--- src/rtl/mem_access_unit.sv ---
// Load/store sequencer in front of a byte-addressed memory: lane expansion, bounds check, load extension.
// Define MAU_SIGN_EXT_EN to honour req_signed (sign-extended byte/half loads); otherwise all loads zero-extend.
module mem_access_unit #(
   parameter int MEM_SIZE = 125,
   parameter int ADDR_W   = 10
) (
   input  logic                  clock,
   input  logic                  reset,
   input  logic                  req_valid,
   output logic                  req_ready,
   input  logic                  req_write,
   input  logic [1:0]            req_size,
   input  logic                  req_signed,
   input  logic [ADDR_W-1:0]     req_addr,
   input  logic [31:0]           req_wdata,
   output logic                  rsp_valid,
   input  logic                  rsp_ready,
   output logic [31:0]           rsp_rdata,
   output logic                  rsp_fault,
   output logic [1:0]            mem_control,
   output logic [4*ADDR_W-1:0]   mem_address,
   output logic [31:0]           mem_write,
   input  logic [31:0]           mem_read
);

   typedef enum logic [1:0] {
      IDLE   = 2'd0,
      ACCESS = 2'd1,
      RESP   = 2'd2
   } state_t;

   localparam logic [ADDR_W:0] MEM_LIMIT = (ADDR_W+1)'(MEM_SIZE);

   state_t              state, state_next;
   logic [ADDR_W:0]     nbytes;
   logic [ADDR_W:0]     end_addr;
   logic                bad_req;
   logic [3:0]          lane_en;
   logic [4*ADDR_W-1:0] lanes;
   logic                write_q;
   logic [1:0]          size_q;
   logic [31:0]         load_data;

`ifdef MAU_SIGN_EXT_EN
   logic                signed_q;
`else
   logic                unused_signed;
   assign unused_signed = req_signed;
`endif

   // Request decode: byte count and range check, one bit wider than the address so overflow faults.
   always_comb begin
      // NOTE: every always_comb output gets a default first so no path can infer a latch.
      nbytes = '0;
      case (req_size)
         2'd1:    nbytes = (ADDR_W+1)'(1);
         2'd2:    nbytes = (ADDR_W+1)'(2);
         2'd3:    nbytes = (ADDR_W+1)'(4);
         default: nbytes = '0;
      endcase
      end_addr = {1'b0, req_addr} + nbytes;
      bad_req  = (req_size == 2'd0) || (end_addr > MEM_LIMIT);
   end

   // Unused lanes repeat the base address so the memory never sees an out-of-range lane.
   always_comb begin
      lane_en = {req_size == 2'd3, req_size == 2'd3, req_size >= 2'd2, 1'b1};
      lanes   = '0;
      for (int k = 0; k < 4; k++) begin
         lanes[k*ADDR_W +: ADDR_W] = lane_en[k] ? req_addr + ADDR_W'(k) : req_addr;
      end
   end

   always_comb begin
      load_data = mem_read;
      case (size_q)
         2'd1: load_data = {24'd0, mem_read[7:0]};
         2'd2: load_data = {16'd0, mem_read[15:0]};
         default: load_data = mem_read;
      endcase
`ifdef MAU_SIGN_EXT_EN
      if (signed_q) begin
         case (size_q)
            2'd1: load_data = {{24{mem_read[7]}}, mem_read[7:0]};
            2'd2: load_data = {{16{mem_read[15]}}, mem_read[15:0]};
            default: load_data = mem_read;
         endcase
      end
`endif
   end

   // NOTE: sequential state uses non-blocking assignments so every flop samples pre-edge values.
   always_ff @(posedge clock or posedge reset) begin
      if (reset) state <= IDLE;
      else       state <= state_next;
   end

   always_comb begin
      state_next = state;
      case (state)
         IDLE:    if (req_valid) state_next = bad_req ? RESP : ACCESS;
         ACCESS:  state_next = RESP;
         RESP:    if (rsp_ready) state_next = IDLE;
         default: state_next = IDLE;
      endcase
   end

   always_comb begin
      req_ready = (state == IDLE);
      rsp_valid = (state == RESP);
   end

   // Memory-side outputs are loaded on accept and cleared as ACCESS closes, so they live exactly one cycle.
   always_ff @(posedge clock or posedge reset) begin
      if (reset) begin
         write_q     <= 1'b0;
         size_q      <= 2'd0;
         rsp_rdata   <= '0;
         rsp_fault   <= 1'b0;
         mem_control <= 2'd0;
         mem_address <= '0;
         mem_write   <= '0;
`ifdef MAU_SIGN_EXT_EN
         signed_q    <= 1'b0;
`endif
      end else begin
         case (state)
            IDLE: begin
               if (req_valid) begin
                  write_q   <= req_write;
                  size_q    <= req_size;
`ifdef MAU_SIGN_EXT_EN
                  signed_q  <= req_signed;
`endif
                  rsp_fault <= bad_req;
                  rsp_rdata <= '0;
                  if (!bad_req) begin
                     mem_address <= lanes;
                     mem_write   <= req_wdata;
                     mem_control <= req_write ? req_size : 2'd0;
                  end
               end
            end
            ACCESS: begin
               mem_control <= 2'd0;
               mem_address <= '0;
               mem_write   <= '0;
               rsp_rdata   <= write_q ? 32'd0 : load_data;
            end
            RESP: begin
               if (rsp_ready) begin
                  rsp_rdata <= '0;
                  rsp_fault <= 1'b0;
               end
            end
            default: ;
         endcase
      end
   end

endmodule

--- config.mk ---
export PLATFORM = sky130hd
export DESIGN_NAME = mem_access_unit
export DESIGN_NICKNAME = d
export VERILOG_FILES = /design/src/rtl/mem_access_unit.sv
export SDC_FILE = /design/constraint.sdc
export NUM_CORES = 1
export LEC_CHECK = 0
export ABC_CLOCK_PERIOD_IN_PS = 3300
export CORE_MARGIN = 3
export CORE_UTILIZATION = 40
export CTS_CLUSTER_DIAMETER = 80
export CTS_CLUSTER_SIZE = 16
export DETAILED_ROUTE_END_ITERATION = 8
export PLACE_DENSITY = 0.8
export SLEW_MARGIN = 20
export SYNTH_ARGS = -nofsm -noshare
export SYNTH_HDL_FRONTEND = slang
export SYNTH_SLANG_ARGS = --single-unit
--- constraint.sdc ---
create_clock -name clock -period 3.3 [get_ports clock]
set_input_delay 0.33 -clock clock [delete_from_list [all_inputs] [get_ports clock]]
set_output_delay 0.33 -clock clock [all_outputs]
set_load 0.005 [all_outputs]
==> impl_metrics.ini <==
[clocking]
holdBufCountCts = 0
cts_setup_buffers = 0
cts_tree = built
clk_path_buf_depth = 2
cts.clk_slew.worst_paths_ns = 0.07
cts_sinks = 111
cts_resized = 0
cts_buffers = 9
root_buffer = clkbuf_16
htree_levels = 3
clock_latency_ns = 0.34

[place]
pre_cts_ws_ns = -0.128
hpwl_um = 9980
gp_congestion = 0.813
port_buffers = 189

[yosys]
ys_ff_latch = 111
yosysMostFrequentCell = dfrtp_1
syn_area_per_cell_sq_um = 12.7
synth_top_flop_cell = dfrtp_1
async_reset_ff_share_pct = 100
synth_cells = 395
synth_edf_count = 0
synth.cell_area_sq_um = 5020
yosysWarnings = 0
synth_area_leaders = dfrtp_1 55%, a22o_1 12%, mux2_4 8.1%
syn_nets = 486
synth_area_leader_cell = dfrtp_1
synth_common_cells = 111 x dfrtp_1, 69 x a22o_1, 27 x mux2_4
synthDistinctLibCells = 43
ys_seq_area_share_pct = 55.3
synth_top_area_share_pct = 55.3

[detailed_routing]
drtIter0Drc = 171
vias = 3919
routed_wl_um = 13600
route.detailed.drc = 0
vias_per_cell = 5.16
drt_first_pass_iters = 4
wl_per_cell_um = 17.9
detail-route-antenna-nets = 0

[floorplan]
die_h_um = 118
core.rowCount = 40
coreArea_sq_um = 12200
pin_count = 191
die_w_um = 118
initial_core_util_pct = 41.3
die_area_sq_um = 13900

[grt]
grt_overflow = 0
grt_pass1_wl_um = 22100
grt_max_degree = 69
grt_usage_pct = 19.6
grt_pass1_vias = 4175
antenna_found_initial = 0

[outcome]
outcome = completed

[pwr]
total_power_uw = 4310
leakagePower_uw = 0.00326
power.density_nw_per_um2 = 580
ir_drop_v = 0.000252

[sta]
fmax_mhz = 329
hold_viol_final = 0
final.setup_skew_ns = 0.00540
relSlewSlack_pct = 42.5
worst_slack_ns = 0.257
finalCritPeriodShare_pct = 92.2
tightest_slew_ns = 0.863
grt_setup_unrepaired = no
final.min_clock_period_ns = 3.04
holdWs_ns = 0.493
finalSetupViolCount = 0
drv_slew = 0

[worst_setup_path]
crit_fanout = 42
startpoint_type = primary input
worstPathArrival_ns = 3.27
worst_setup_path_end_kind = flop
critPathRequiredTime_ns = 3.53
r2r_setup_slack_ns = 1.30
worstSetupPathType = in -> reg

[layout]
n_antenna_cell = 0
area_growth_syn_to_layout_pct = 48.0
fin_nets = 677
drive_gt1_share_pct = 13.0

[hold_path]
min_path_type = reg -> reg

[job]
cap_violations = 0
==> flip-flops by register name, indices dropped and copies added (netlist names) <==
register and count:
rsp_rdata 32, mem_write 32, rsp_fault 1, state 2, mem_control 2, size_q 2, write_q 1, mem_address 39
==> worst paths after layout <==
path / startpoint / to / depth (start not counted)
max: req_size[0] / mem_write[13] / 9
min: mem_address[9] / mem_address[9] / 1
max reg2reg: state[1] / rsp_rdata[27] / 5
min reg2reg: mem_address[9] / mem_address[9] / 1
max in group asynchronous: reset / mem_write[6] / 3
min in group asynchronous: reset / mem_write[16] / 2
==> cell usage in the layout (no fill, tap or decap), types with 8 or more instances in the layout <==
cell / netlist / final
xnor2_1: 11 / 11
a21oi_1: 11 / 10
or3_1: 8 / 8
clkdlybuf4s50_1: 0 / 189
dfrtp_1: 111 / 111
nor2_1: 26 / 26
o21ai_0: 10 / 10
clkbuf_16: 0 / 9
nand2_1: 16 / 16
a22o_1: 69 / 69
buf_4: 1 / 19
ha_1: 8 / 8
mux2_4: 27 / 27
==> stage by stage <==
step / cell area, sq um / utilization, % / TNS (ns) / cells
4_1_cts: 7430 / 61.1 / 0 / 759
5_1_grt: 7430 / 61.1 / 0 / 759
2_1_floorplan: 5020 / - / 0 / 395
3_3_place_gp: 7150 / 58.8 / -1.56 / 743
6_report: 7430 / 61.1 / 0 / 759
3_5_place_dp: 7150 / 58.8 / -6.69 / 743
==> area by class of cell <==
cell class / instances / area (sq um)
clock buffer: 9 / 225
multi-input combinational: 244 / 2030
inverter: 9 / 36.3
sequential: 111 / 2780
tap: 168 / 210
timing repair buffer: 211 / 2090
clock inverter: 7 / 56.3
fill: 991 / 4730
==> cell families (layout without fill, tap and decap cells) <==
group,count (synthesis),count (layout),share of synthesized area [%]
buffers and inverters,40,236,4.41
multiplexers,35,35,9.77
XOR/XNOR,16,16,2.79
AO/OA/AOI/OAI,103,103,17.2
flip-flops,111,111,55.3
adder cells (fa/ha/maj),9,9,2.39
AND/OR/NAND/NOR,81,81,8.13
==> critical path, cell delays in order <==
cell and delay [ns]:
clkdlybuf4s50_1 0.55, nor2b_1 0.21, ha_1 0.21, fa_1 0.39, nor2_1 0.12, nand2_1 0.07, o41a_4 0.40, o41a_4 0.65
a22o_1 0.32
==> routing by layer <==
metal	GRT usage [%]	vias to the layer above	routed length [um]
met2	32.7	139	6480
met5	0	-	0
li1	-	1816	-
met1	25.0	1951	5930
met4	5.42	0	210
met3	5.81	13	945
==> report_power, final <==
part	internal (uW)	leakage [uW]	switching, uW
clock network	522	0.000142	514
registers	1680	0.00144	196
logic	969	0.00168	429
(Power assumes the default switching activity.)
